===== src/rtl/ccd_emu_pkg.sv =====
// Shared encodings for the CCD line-sensor emulator.
package ccd_emu_pkg;

  // Test-pattern selections latched at each line start
  localparam logic [1:0] MODE_CONST = 2'd0;
  localparam logic [1:0] MODE_RAMP  = 2'd1;
  localparam logic [1:0] MODE_CHECK = 2'd2;
  localparam logic [1:0] MODE_DIAG  = 2'd3;

  // Line sequencer states
  typedef enum logic [2:0] {
    ST_IDLE,
    ST_ARMED,
    ST_LEAD,
    ST_ACTIVE,
    ST_TRAIL,
    ST_DONE
  } state_t;

endpackage


===== src/rtl/ccd_line_emulator_sync_rise.sv =====
// Multi-flop synchronizer for an asynchronous level, followed by a
// rising-edge detector giving a single-cycle pulse in the clk domain.
module sync_rise #(
  parameter int unsigned SYNC_STAGES = 2
) (
  input  logic clk,
  input  logic rst,
  input  logic din,
  output logic rise_c
);

  logic [SYNC_STAGES-1:0] sync_q;
  logic                   last_q;

  // Shift the async level through the synchronizer and keep its last value
  always_ff @(posedge clk or posedge rst) begin
    if (rst) begin
      sync_q <= '0;
      last_q <= 1'b0;
    end else begin
      sync_q <= {sync_q[SYNC_STAGES-2:0], din};
      last_q <= sync_q[SYNC_STAGES-1];
    end
  end

  // Pulse for one cycle when the synchronized level goes low to high
  always_comb begin
    rise_c = sync_q[SYNC_STAGES-1] & ~last_q;
  end

endmodule


===== src/rtl/ccd_line_emulator.sv =====
// CCD line sensor + ADC emulator: one pixel per shift-clock edge through a
// lead-dummy / active / trail-dummy line, with selectable test patterns.
module ccd_line_emulator
  import ccd_emu_pkg::*;
#(
  parameter int unsigned DATA_W      = 11,
  parameter int unsigned PIXELS      = 2048,
  parameter int unsigned LEAD        = 32,
  parameter int unsigned TRAIL       = 14,
  parameter int unsigned DARK_LEVEL  = 0,
  parameter int unsigned CONST_VAL   = 'h0FF,
  parameter int unsigned SYNC_STAGES = 2
) (
  input  logic                                     CLK,
  input  logic                                     RESET,
  input  logic                                     clk_ccd,
  input  logic                                     rog_ccd,
  input  logic [1:0]                               mode,
  output logic [DATA_W-1:0]                        ccd_data,
  output logic [15:0]                              line_cnt,
  output logic [$clog2(LEAD+PIXELS+TRAIL+1)-1:0]   pix_pos,
  output logic                                     line_done,
  output logic                                     overrun
);

  localparam int unsigned TOTAL = LEAD + PIXELS + TRAIL;
  localparam int unsigned POS_W = $clog2(TOTAL + 1);
  localparam logic [DATA_W-1:0] DARK = DATA_W'(DARK_LEVEL);

  logic shift_ev;
  logic rog_ev;

  state_t             state_q, state_d;
  logic [1:0]         mode_q, mode_d;
  logic [DATA_W-1:0]  data_d;
  logic [POS_W-1:0]   pos_d;
  logic [15:0]        lc_d;
  logic               done_d;
  logic               ovr_d;

  logic [POS_W-1:0]   pos_adv;
  int unsigned        act_idx;
  logic               in_lead;
  logic               in_active;
  logic               is_last;
  state_t             region;
  logic [DATA_W-1:0]  pattern;
  logic [DATA_W-1:0]  pix_val;

  sync_rise #(.SYNC_STAGES(SYNC_STAGES)) u_sync_shift (
    .clk    (CLK),
    .rst    (RESET),
    .din    (clk_ccd),
    .rise_c (shift_ev)
  );

  sync_rise #(.SYNC_STAGES(SYNC_STAGES)) u_sync_rog (
    .clk    (CLK),
    .rst    (RESET),
    .din    (rog_ccd),
    .rise_c (rog_ev)
  );

  // Position the next shift would present, its region, and its pixel value
  always_comb begin
    pos_adv   = (state_q == ST_ARMED) ? '0 : pix_pos + POS_W'(1);
    act_idx   = 32'(pos_adv) - LEAD;
    in_lead   = 32'(pos_adv) < LEAD;
    in_active = !in_lead && (32'(pos_adv) < (LEAD + PIXELS));
    is_last   = 32'(pos_adv) == (TOTAL - 1);

    if (in_lead) begin
      region = ST_LEAD;
    end else if (in_active) begin
      region = ST_ACTIVE;
    end else begin
      region = ST_TRAIL;
    end

    pattern = DARK;
    case (mode_q)
      MODE_CONST: pattern = DATA_W'(CONST_VAL);
      MODE_RAMP:  pattern = DATA_W'(act_idx);
      MODE_CHECK: pattern = {DATA_W{act_idx[3] ^ line_cnt[0]}};
      MODE_DIAG:  pattern = DATA_W'(act_idx + 32'(line_cnt));
      default:    pattern = DARK;
    endcase

    pix_val = in_active ? pattern : DARK;
  end

  // Next-state and next-output logic; a readout gate overrides any shift
  always_comb begin
    state_d = state_q;
    mode_d  = mode_q;
    data_d  = ccd_data;
    pos_d   = pix_pos;
    lc_d    = line_cnt;
    ovr_d   = overrun;
    done_d  = 1'b0;

    if (rog_ev) begin
      state_d = ST_ARMED;
      lc_d    = line_cnt + 16'd1;
      mode_d  = mode;
      ovr_d   = 1'b0;
      data_d  = DARK;
      pos_d   = '0;
    end else if (shift_ev) begin
      case (state_q)
        ST_ARMED, ST_LEAD, ST_ACTIVE, ST_TRAIL: begin
          pos_d   = pos_adv;
          data_d  = pix_val;
          done_d  = is_last;
          state_d = is_last ? ST_DONE : region;
        end
        default: begin
          ovr_d = 1'b1;
        end
      endcase
    end
  end

  // State and registered outputs
  always_ff @(posedge CLK or posedge RESET) begin
    if (RESET) begin
      state_q   <= ST_IDLE;
      mode_q    <= MODE_CONST;
      ccd_data  <= DARK;
      pix_pos   <= '0;
      line_cnt  <= '0;
      line_done <= 1'b0;
      overrun   <= 1'b0;
    end else begin
      state_q   <= state_d;
      mode_q    <= mode_d;
      ccd_data  <= data_d;
      pix_pos   <= pos_d;
      line_cnt  <= lc_d;
      line_done <= done_d;
      overrun   <= ovr_d;
    end
  end

endmodule

===== config.mk =====
export PLATFORM = sky130hd
export DESIGN_NAME = ccd_line_emulator
export DESIGN_NICKNAME = d
export VERILOG_FILES = /design/src/rtl/ccd_emu_pkg.sv /design/src/rtl/ccd_line_emulator_sync_rise.sv /design/src/rtl/ccd_line_emulator.sv
export SDC_FILE = /design/constraint.sdc
export NUM_CORES = 1
export LEC_CHECK = 0
export BUFFER_PORTS_ARGS = -buffer_cell sky130_fd_sc_hd__buf_2
export CORE_MARGIN = 8
export CORE_UTILIZATION = 25
export DETAILED_ROUTE_END_ITERATION = 16
export SYNTH_ARGS = -nofsm -noshare
export SYNTH_HDL_FRONTEND = slang
export SYNTH_SLANG_ARGS = --single-unit
export TNS_END_PERCENT = 50

===== constraint.sdc =====
create_clock -name CLK -period 5.19 [get_ports CLK]
set_input_delay 0.2595 -clock CLK [delete_from_list [all_inputs] [get_ports CLK]]
set_output_delay 0.2595 -clock CLK [all_outputs]
set_load 0.02 [all_outputs]

* Word level (Yosys, flattened, before mapping) *
Index checks and enable logic that the tools add are counted.

word-level totals
  bits in registers = 52
  input port bits = 6
  output and inout port bits = 41
  word-level logic and storage cells = 60

operators by class
  add/subtract/negate cells = 4
  order comparisons = 2
  equality and inequality tests = 9
  mux-type cells = 21
  bitwise logic cells = 5
  reduce and logical (&&, ||, !) cells = 8

operators with widths
  cell                     number
  $mux W12                 4
  $mux W11                 4
  $pmux W11 S4             1
  $mux W3                  6
  $add A16 B1 Y16 const B  1
  $add A12 B1 Y12 const B  1
  $eq A12 B12 Y1 const B   1
  $lt A12 B12 Y1 const B   1
  $lt A12 B6 Y1 const B    1
  $add A11 B11 Y11         1
  $sub A11 B6 Y11 const B  1
  $eq A3 B2 Y1 const B     2
  $mux W1                  6
  $eq A2 B2 Y1 const B     2
  $reduce_and A2 Y1        2
  $reduce_bool A2 Y1       2
  $reduce_or A4 Y1         1
  $eq A3 B1 Y1 const B     1
  $eq A3 B3 Y1 const B     1
  $and A1 B1 Y1            2
  $eq A2 B1 Y1 const B     1
  $logic_not A2 Y1         1
  $ne A2 B2 Y1 const B     1
  $not A1 Y1               2
  other kinds (3)          3

* Longest topological paths before layout *
Gate-level depths: netlist of the first run.

  depth in word-level cells = 11
  depth in mapped cells = 15
  gate-level depth less buffers = 15

* Cells and area by module *
From an unflattened synthesis of the first run, not the netlist that was laid out.

unflattened totals
  cell total of the unflattened synthesis = 366
  area, all modules = 3240.6 um^2

by module, submodules not included
  module             instances  cells each  area each (um^2)  sequential area each (um^2)
  ccd_line_emulator  1          356         3055.4            1151.1
  sync_rise          2          5           92.6              75.1

* Worst setup path before layout of the first run *
OpenSTA, ideal clock, no wires.

  path kind = register to register
  start point = reg pix_pos[2]
  end point = reg ccd_data[10]
  library setup time = 0.095 ns
  arrival time = 3.082 ns
  data required time = 5.095 ns
  setup slack = 2.012 ns
  stages on the path, launching flop included = 15
  buffers on the path = 1
  period minus slack after synthesis = 3.178 ns
  path through = dfrtp_1 > nand3_2 > buf_2 > o21a_1 > o21ai_0 > ha_1 > xor2_1 > ha_1 > inv_1 > o21bai_1 > a2111oi_0 > nand4bb_1 > o21bai_1 > a22oi_1 > o31ai_1

between the ends
  word-level cells in the longest chain between the ends = 9
  elaborated cells between the ends (all ways) = 14
  those cells by class = 3 x add/sub; 2 x order compare; 6 x mux; 1 x bitwise; 2 x reduce/logical

RTL lines
  what                                                        RTL line                                          source
  from (decl)                                                 ccd_line_emulator.sv:21                           output logic [$clog2(LEAD+PIXELS+TRAIL+1)-1:0] pix_pos,
  from (signal assigned)                                      ccd_line_emulator.sv:138                          pix_pos <= pos_d;
  $add A12 B1 Y12 *                                           ccd_line_emulator.sv:66                           pos_adv = (state_q == ST_ARMED) ? '0 : pix_pos + POS_W'(1);
  $mux W12 *                                                  ccd_line_emulator.sv:66
  $sub A11 B6 Y11 / $lt A12 B6 Y1 (equally long branches)     ccd_line_emulator.sv:67, ccd_line_emulator.sv:68
  $add A11 B11 Y11, or another cell as far along              ccd_line_emulator.sv:85                           MODE_DIAG: pattern = DATA_W'(act_idx + 32'(line_cnt));
  $pmux W11 S4 / $logic_and A1 B1 Y1 (equally long branches)  ccd_line_emulator.sv:81, ccd_line_emulator.sv:69
  $mux W11 *                                                  ccd_line_emulator.sv:89                           pix_val = in_active ? pattern : DARK;
  $mux W11 *                                                  ccd_line_emulator.sv:110                          case (state_q)
  $mux W11 *                                                  ccd_line_emulator.sv:109                          end else if (shift_ev) begin
  $mux W11 *                                                  ccd_line_emulator.sv:102                          if (rog_ev) begin
  to (signal assigned)                                        ccd_line_emulator.sv:137                          ccd_data <= data_d;
  to (decl)                                                   ccd_line_emulator.sv:19                           output logic [DATA_W-1:0] ccd_data,

Mark *: on every way between the ends. The rest lies on a longest branch, timed or not. The select of a mux whose other input is x is not followed.
A chain may end at the register's enable or synchronous reset.

* Worst setup path in the final report of the first run *
  start point = reg pix_pos[0]
  end point = reg ccd_data[10]

The elaborated chain is that of the path after synthesis.

==> results of run 1 <==
[worst min-delay path by stage]
stage | start | end | cells after the start
after floorplan | rog_ccd | u_sync_rog.sync_q[0]$_DFF_PP0_ | 0
after global placement | u_sync_rog.sync_q[0]$_DFF_PP0_ | u_sync_rog.sync_q[1]$_DFF_PP0_ | 0
after detailed placement | u_sync_rog.sync_q[0]$_DFF_PP0_ | u_sync_rog.sync_q[1]$_DFF_PP0_ | 0
after CTS | rog_ccd | u_sync_rog.sync_q[0]$_DFF_PP0_ | 1
after global routing | clk_ccd | u_sync_shift.sync_q[0]$_DFF_PP0_ | 1
final | rog_ccd | u_sync_rog.sync_q[0]$_DFF_PP0_ | 1
[cell type report]
class | count | area (sq um) | share of cell area (%)
clock buffer | 5 | 125 | 3.29
clock inverter | 1 | 30.0 | 0.789
inverter | 18 | 67.6 | 1.77
multi-input combinational | 275 | 1820 | 47.9
sequential | 52 | 1300 | 34.2
tap | 172 | 215 | 5.65
timing repair buffer | 48 | 245 | 6.44
[kinds of logic after synthesis]
| kind of cell | Yosys count |
|---|---|
| buffers and inverters | 33 |
| AND/OR/NAND/NOR | 146 |
| AO/OA/AOI/OAI | 71 |
| flip-flops | 52 |
| multiplexers | 6 |
| XOR/XNOR | 37 |
| adder cells (fa/ha/maj) | 15 |
[sequential cells by signal, indices dropped and copies added (netlist names)]
register,flops
ccd_data,11
u_sync_shift.sync_q,2
overrun,1
u_sync_rog.last_q,1
mode_q,2
pix_pos,12
u_sync_shift.last_q,1
line_cnt,16
u_sync_rog.sync_q,2
line_done,1
state_q,3
[through the flow]
step                hold slack (ps)  utilization (%)  total power (uW)  worst slack, ps
finish                         71.2             30.0              1140             1340
global route                   64.0             30.0              1210              989
CTS                            64.3             30.0              1150             1370
detailed placement              337             28.8               783             1440
global placement                332             28.8               779             1480
floorplan                       291                -               699             2010
[critical path, stage by stage (launching register included)]
cell and delay (ps):
dfrtp_1 580, nand2_1 200, o21a_1 220, o21ai_0 680, ha_1 320, xor2_1 240
ha_1 310, inv_1 60, o21bai_1 100, a2111oi_0 370, nand4bb_1 220, o21bai_1 130
a22oi_1 80, o31ai_1 240
[cells in the mapped netlist (all sizes together) (3+ instances only)]
library cell / number
dfrtp: 52
nand2: 42
nor2: 42
o21ai: 22
a21oi: 21
xnor2: 21
inv: 18
nand3: 16
xor2: 16
ha: 14
nor3: 11
nand4: 10
clkbuf: 9
buf: 6
and2: 5
mux2i: 5
nor4: 5
a221oi: 3
a22oi: 3
nor2b: 3
[metal layers]
metal | part of all wire (%) | track usage [%] | vias up
met5 | 0 | 0 | -
met4 | 1.4 | 4.10 | 0
met3 | 4.1 | 2.08 | 7
met2 | 48 | 16.8 | 48
met1 | 47 | 12.2 | 1274
li1 | - | - | 1334
[power by group]
group	switching [uW]	internal, uW
logic	175	108
clock network	137	222
registers	61.3	433
total	373	763
==> results.md, run 1 <==
* Status: finished, final reports clean
* Grt ovf at 0
* Area of the mapped netlist at approximately 3300 sq um
* Cell area after layout at approximately 3800 sq um
* Synth async-reset ratio at between 90% and 100%
* Starting density of the core at 25.7%
* Adder-cell area share of the yosys netlist at between 5 and 6%
* Die height at ~130 microns
* Placed Cells at around 570
* Clock sink count at between 50 and 60
* Skew final at between 9 and 10 ps
* Syn nets at 381
* Slew at the pin closest to its max-slew limit at roughly 970 ps
* Max rail drop VDD at 0.000106 V
* Max_slew headroom at a little over a third
* Filler Cell Count at about 1400
* Area Growth Syn to Fin at 16.7%
* Via/cell ratio at 4.66
* Routed wire length per instance at between 10 and 15 microns
* Core ar. at roughly 13000 sq um
* RR Endpoint: ccd_data[10]$_DFFE_PP0P_
* Count of flip-flops with a built-in enable after synthesis at 0
* Crit Path Max Fanout at 13
* Critical Path End: ccd_data[10]$_DFFE_PP0P_
* Routed Antenna Nets at 0
* Top FF cell, synth: dfrtp_1
* Initial antenna violation count at 0
* Achievable frequency at around 260 MHz
* Simple-gate share of the synthesized area at a little under a quarter
* Syn_area_per_cell at between 9 and 10 sq um
* Antenna Cells at 0
* Routability congestion estimate at between 0.8 and 0.9
* Cell Rows at between 40 and 50
* CTS tree: built
* Leading cell types in the layout, fill and taps excluded: dfrtp_1, buf_2, nor2_1, nand2_1, a21oi_1
* Skew-Pair Late Insertion Delay at 290 ps
* Clock Path Buffers at 2
* Compound-Gate Fraction of Synth Area at between 10% and 20%
* Total CTS buffers at 5
* # nets final at 421
* Post-synthesis cell type count at between 50 and 60
* Final TNS setup at 0 ps
* Share of Yosys cell area claimed by the top area cell type at 39.9%
* Vias in the first global route at approximately 2600
* Max-cap violations at 0
* I/O pin count at 47
* H-tree levels at 2
* Origin of the critical flop-to-flop path: pix_pos[0]$_DFFE_PP0P_
* CTS clk-pin slew, worst paths at around 60 ps
* DRT iter0 DRCs at between 100 and 150
* Worst setup path category: reg -> reg
* Via count at 2663
* Largest net degree at the start of global routing at 53
* R2R Setup Slk at 1340 ps
* First-pass GRT wire length at ~13000 microns
* CTS Hold Bufs at 0
* Sequential share of the synthesized area at roughly two fifths
* Post-synthesis register bit count at 52
* Post-layout min period at roughly 3800 ps
* Fin. Hold Viols at 0
* PostCTS Resize Cnt at 0
* Non-filler cells in the finished layout at 571
* Cell taking the most area after synthesis: dfrtp_1
* DRC violations left at 0
* Ratio of cells with drive above 1 in the final layout at between 20% and 30%
* Static leakage at roughly 0.0018 uW
* CP arrival at slightly above 4000 ps
* Total GRT Usage at ~10%
* DIE WIDTH at roughly 130 microns
* Fin crit share at 74.1%
* Worst R2R Path Depth at 13
* Setup bufs post-CTS at 0
* Drt first pass iters at 4
* Area contributors post-synth: dfrtp_1, ha_1, xnor2_1
* Worst Hold Class: in -> reg
* Post-synthesis xor/xnor area fraction at about a tenth
* Slew Limit Fails at 0
* Root Driver: clkbuf_16
* Syn Inst Count at 360
* Worst Setup End Kind: register
* RSZ-0062 raised after global routing: false
* Startpoint types: register
* Most common cell after layout, fill and taps aside: dfrtp_1
* Critical Path RT at approximately 5400 ps
* Worst Setup SP: pix_pos[0]$_DFFE_PP0P_
* Post-Route WL at around 8100 microns
* Die area at 17000 sq um
* Area of placed instances at between 3000 and 4000 sq um
* Proportion of synthesized area in mux cells at about 2%
* Dominant combinational cell family by area after synthesis: simple AND/OR/NAND/NOR gates
* Number of synthesis warnings at 0
* Post-DP HPWL at just over 6000 microns
* Final setup fails at 0
* IO buf count at 46
* PwrDens at around 300 nW/um^2
Note: power is estimated with default switching activity, not from simulation.
==> run 2, diff against run 1 <==
clock period = 3.7 ns   (was 5.19 ns; I/O delays follow)
==> run 2 against run 1 <==
Compared with the run above: register-to-register slack got worse by 960 ps; clock power is 54% higher; power up 46%; clock-buffer cell count increased by 1; setup slack got worse by 960 ps; hold slack improved by 0.76 ps; critical endpoint unchanged; sequential power increased by 39%; die area unchanged; wire length grew 3.8%; clock skew is essentially flat; non-clock buffer count is 6 higher.
==> results.md, run 2 (synthesized netlist as in run 1, its figures left out) <==
* Total chip power at about 1700 uW
* Worst setup path category: reg -> reg
* Final setup fails at 0
* Largest Register: line_cnt
* Crit Path Max Fanout at 12
* Max_slew headroom at 27.5%
* Pre-CTS WS at between 300 and 400 ps
* Cell Rows at between 40 and 50
* Max-cap violations at 0
* H-tree levels at 2
* Startpoint types: register
* RSZ-0062 raised after global routing: false
* Grt ovf at 0
* PwrDens at 427 nW/um^2
* # nets final at between 400 and 500
* I/O pin count at 47
* Fin crit share at 89.7%
* Static leakage at ~0.0018 uW
* Drt first pass iters at 4
* Routability congestion estimate at 0.896
* Fin. Hold Viols at 0
* Worst Setup End Kind: register
* Post-layout min period at approximately 3300 ps
* IO buf count at 46
* Antenna Cells at 0
* Skew final at between 9 and 10 ps
* Largest net degree at the start of global routing at 53
* Area Growth Syn to Fin at 19.1%
* Routed wire length per instance at 14.6 microns
* Worst R2R Path Depth at 13
* Leading cell types in the layout, fill and taps excluded: dfrtp_1, buf_2, nor2_1, nand2_1, a21oi_1
* DIE WIDTH at around 130 microns
* Origin of the critical flop-to-flop path: pix_pos[2]$_DFFE_PP0P_
* Ratio of cells with drive above 1 in the final layout at approximately 23%
* DRT iter0 DRCs at ~130
* Final WS setup at ~380 ps
* Hold depth at 3
* Worst Setup SP: pix_pos[2]$_DFFE_PP0P_
* Filler Cell Count at about 1400
* Clock Path Buffers at 2
* Via/cell ratio at 4.74
* Most common cell after layout, fill and taps aside: dfrtp_1
* Slew Limit Fails at 0
* Max reg flops at 16
* Clock sink count at 52
* RR Endpoint: ccd_data[10]$_DFFE_PP0P_
* Starting density of the core at around 26%
* Die area at about 17000 sq um
* Post-Route WL at roughly 8400 microns
* CP arrival at ~3500 ps
* Via count at 2742
* Routed Antenna Nets at 0
* Post-DP HPWL at 6400 microns
* Critical Path RT at approximately 3900 ps
* Die height at about 130 microns
* Largest regs: line_cnt x16, pix_pos x12, ccd_data x11
* Total GRT Usage at approximately a tenth
* Final TNS setup at 0 ps
* Achievable frequency at around 300 MHz
* Worst Hold Class: in -> reg
* CTS tree: built
* Total CTS buffers at 5
* Root Driver: clkbuf_16
* Vias in the first global route at between 2000 and 3000
* Initial antenna violation count at 0
* Max rail drop VDD at approximately 0.00018 V
* Core ar. at approximately 13000 sq um
* Worst Hold Launch: mode[1]
* First-pass GRT wire length at between 10000 and 15000 microns
* DRC violations left at 0
* Slew at the pin closest to its max-slew limit at 1090 ps
* Skew-Pair Late Insertion Delay at ~300 ps
* CTS clk-pin slew, worst paths at roughly 70 ps
* Min-Delay Endpoint: mode_q[1]$_DFFE_PP0P_
* Status: finished, final reports clean
* R2R Setup Slk at 380 ps
## run 2: cell count changes in the layout (fill, tap and decap cells not counted)
cell / delta
a2111oi_0: -1
a2111oi_1: +1
buf_4: +4
clkbuf_8: +1
clkinv_4: +1
dfrtp_1: -2
dfrtp_2: +2
dlygate4sd3_1: +2
## run 2: report_power, final
part           switching (uW)  internal [uW]  leakage, uW
clock network             214            339    0.0000871
registers                81.0            607     0.000692
logic                     254            160      0.00104
total                     550           1110      0.00182
## run 2: layer usage
| layer | GRT usage [%] | vias up | part of all wire, % |
|---|---|---|---|
| met2 | 16.5 | 64 | 46 |
| met4 | 5.94 | 0 | 3.4 |
| li1 | - | 1349 | - |
| met5 | 0 | - | 0 |
| met3 | 2.28 | 18 | 4.6 |
| met1 | 13.1 | 1311 | 46 |
## run 2: worst max path at each step
stage / to / cells after the start / slack [ps]
global placement: ccd_data[10]$_DFFE_PP0P_ / 15 / 440
global route: ccd_data[10]$_DFFE_PP0P_ / 13 / 4
CTS: ccd_data[10]$_DFFE_PP0P_ / 15 / 280
finish: ccd_data[10]$_DFFE_PP0P_ / 13 / 380
detailed placement: ccd_data[10]$_DFFE_PP0P_ / 15 / 320
floorplan: ccd_data[10]$_DFFE_PP0P_ / 14 / 520
## run 2: worst max-delay path, cell delays in order, from the launching register on
cell and delay (ps):
dfrtp_1 480, nand3_2 250, o21a_1 240, o21ai_0 290, ha_1 250, xor2_1 220
ha_1 310, inv_1 70, o21bai_1 100, a2111oi_1 380, nand4bb_1 200, o21bai_1 120
a22oi_1 80, o31ai_1 230
## run 2: stage by stage
stage	utilization (%)	area (sq um)	instances	hold WS, ps
floorplan	-	3260	360	216
global placement	28.9	3660	566	294
detailed placement	28.9	3660	566	295
CTS	30.4	3860	576	69.5
global route	30.7	3880	579	89.3
finish	30.7	3880	579	72.0
## run 2: area by class of cell
cell class / instances / area, sq um / area share [%]
clock buffers: 6 / 139 / 3.58
clock inverters: 2 / 38.8 / 0.999
inverters: 18 / 67.6 / 1.74
multi-input cells: 275 / 1820 / 47.0
flip-flops and latches: 52 / 1300 / 33.6
well taps: 172 / 215 / 5.54
repair buffers: 54 / 295 / 7.60
## run 2: what timing repair did
item                                    in CTS  in global routing
hold endpoints to repair                     2                  0
gates resized for setup                      0                  3
hold buffers                                 2                  0
endpoints found under the setup margin       0                  2
buffers inserted                             0                  3
==> run 3, diff against run 2 <==
SKIP_CTS_REPAIR_TIMING = 1   (was default)
clock period = 3.35 ns   (was 3.7 ns; I/O delays follow)
==> run 3 against run 2 <==
Compared with the run above: the run now ends with hold timing left; via count up 3.5%; largest cell class unchanged; sequential power up 8.0%; flip-flop and latch count unchanged; utilization up 1.1 points; die area unchanged; hold slack worse by 97 ps; register-to-register slack worse by 200 ps; critical path depth up 2; combinational power up 22%; sequential share of layout area down 1.0 points.
==> results.md, run 3 (synthesized netlist as in run 1, its figures left out) <==
* Status: finished, violations left
* Failing checks: hold timing
* Startpoint types: register
* Post-DP HPWL at between 6000 and 7000 microns
* Comb pwr share at approximately 28%
* Post-layout min period at 3170 ps
* RR Endpoint: ccd_data[10]$_DFFE_PP0P_
* Largest net degree at the start of global routing at 33
* H-tree levels at 2
* Skew-Pair Late Insertion Delay at about 290 ps
* Crit path top cell by count: ha_2
* NetSw at just over 600 uW
* Final setup fails at 0
* Util after Layout at between 30% and 40%
* Area Growth Syn to Fin at 23.4%
* IO buf count at 46
* I/O pin count at 47
* CP arrival at between 3000 and 4000 ps
* CTS tree: built
* DRT iter0 DRCs at between 150 and 200
* Root Driver: clkbuf_16
* Min Hold Slack at -25.2 ps
* PwrDens at 443 nW/um^2
* Flop pwr share at between 40% and 50%
* Antenna Cells at 0
* CTS clk-pin slew, worst paths at about 70 ps
* Starting density of the core at between 20% and 30%
* Ratio of cells with drive above 1 in the final layout at roughly 29%
* Cell area after layout at 4020 sq um
* Slew Limit Fails at 0
* Initial antenna violation count at 0
* Max rail drop VDD at 0.000209 V
* Worst Setup SP: pix_pos[2]$_DFFE_PP0P_
* Worst Setup End Kind: register
* Slew at the pin closest to its max-slew limit at 707 ps
* Worst Hold Class: in -> async
* Leading cell types in the layout, fill and taps excluded: dfrtp_1, buf_2, nor2_1, nand2_1, xnor2_1
* Sw Share at about 35%
* DRC violations left at 0
* Drt first pass iters at 4
* Largest Register: line_cnt
* Post-Route WL at just under 9000 microns
* Critical Path End: ccd_data[10]$_DFFE_PP0P_
* DIE WIDTH at 130 microns
* Worst setup path category: reg -> reg
* Max_slew headroom at between 50% and 60%
* Grt ovf at 0
* Via/cell ratio at a little under 5
* Core ar. at 12700 sq um
* Max-cap violations at 0
* Critical Path RT at 3510 ps
* Die area at about 17000 sq um
* Max reg flops at 16
* Total chip power at approximately 1800 uW
* Clock share of power at 30.0%
* Power Internal at roughly 1200 uW
* Clock sink count at 52
* Routability congestion estimate at 0.867
* Fin. Hold Viols at 23
* Origin of the critical flop-to-flop path: pix_pos[2]$_DFFE_PP0P_
* Area of placed instances at about 3700 sq um
* Filler Cell Count at 1330
* Routed Antenna Nets at 0
* Worst R2R Path Depth at 15
* Largest regs: line_cnt x16, pix_pos x12, ccd_data x11
* First-pass GRT wire length at 14400 microns
* RSZ-0062 raised after global routing: true
* Total GRT Usage at 10.7%
* Clock Path Buffers at 2
* Static leakage at roughly 0.0019 uW
* Crit Path Max Fanout at 7
* Vias in the first global route at 2804
* Area of the multi-input gates at around 1900 sq um
* Total CTS buffers at 5
* R2R Setup Slk at 180 ps
* Via count at approximately 2800
* Routed wire length per instance at between 10 and 15 microns
* Register area at 1310 sq um
* Fin crit share at between 90 and 100%
* Critical-path top delay cell: dfrtp_2
* Die height at approximately 130 microns
* Worst-path cell chain: and3_4 -> nand3_2 -> xor2_1 -> nor2_1 -> inv_1 -> ha_2 -> xor2_2 -> ha_2 -> nor3_4 -> o2111ai_2 -> a2111oi_2 -> nand4bb_1 -> buf_4 -> o2111a_1 -> o31ai_1
* Skew final at between 9 and 10 ps
* Achievable frequency at between 300 and 400 MHz
* Cell Rows at ~40
* CP max stage delay at around 430 ps
* # nets final at between 400 and 500
-- run 3: critical path: cells and delay by family, from the launching register on --
kind            cells  cell delay, ps
compound gates      4             840
xor+xnor            2             340
fa+ha+maj           2             440
buf+inv             2             190
flops               1             430
simple gates        5             790
-- run 3: how the worst min path moves through the flow --
stage,start,cells after the start,to,slack [ps]
after floorplan,rog_ccd,0,u_sync_rog.sync_q[0]$_DFF_PP0_,200
after global placement,clk_ccd,1,u_sync_shift.sync_q[0]$_DFF_PP0_,280
after detailed placement,clk_ccd,1,u_sync_shift.sync_q[0]$_DFF_PP0_,280
after CTS,rog_ccd,1,u_sync_rog.sync_q[0]$_DFF_PP0_,-30
after global routing,RESET,2,pix_pos[4]$_DFFE_PP0P_,50
final,RESET,2,pix_pos[2]$_DFFE_PP0P_,-30
-- run 3: per-stage QoR --
| stage | TNS, ps | setup WS [ps] | instances | hold slack [ps] |
|---|---|---|---|---|
| finish | 0 | 175 | 591 | -25.2 |
| floorplan | 0 | 172 | 360 | 199 |
| global placement | 0 | 133 | 577 | 277 |
| CTS | 0 | 15.1 | 585 | -32.1 |
| global route | -75.1 | -75.1 | 591 | 46.2 |
| detailed placement | 0 | 74.2 | 577 | 277 |
-- run 3: power by group through the flow --
stage / Clock (uW) / Sequential (uW) / Combinational (uW)
floorplan: 0 / 774 / 310
detailed placement: 0 / 755 / 486
CTS: 556 / 743 / 491
global placement: 0 / 750 / 483
finish: 535 / 743 / 505
global route: 576 / 753 / 565
-- run 3: layer usage --
layer	global-route usage [%]	vias up	routed length [microns]
met4	3.28	0	153
met2	17.9	56	4280
met3	1.84	10	276
li1	-	1374	-
met5	0	-	0
met1	13.7	1398	4140
-- run 3: layout make-up --
class / instances / area share, %
repair buffers: 66 / 9.58
multi-input cells: 275 / 47.1
clock inverters: 2 / 0.342
inverters: 18 / 1.68
clock buffers: 6 / 3.45
flip-flops and latches: 52 / 32.5
well taps: 172 / 5.35
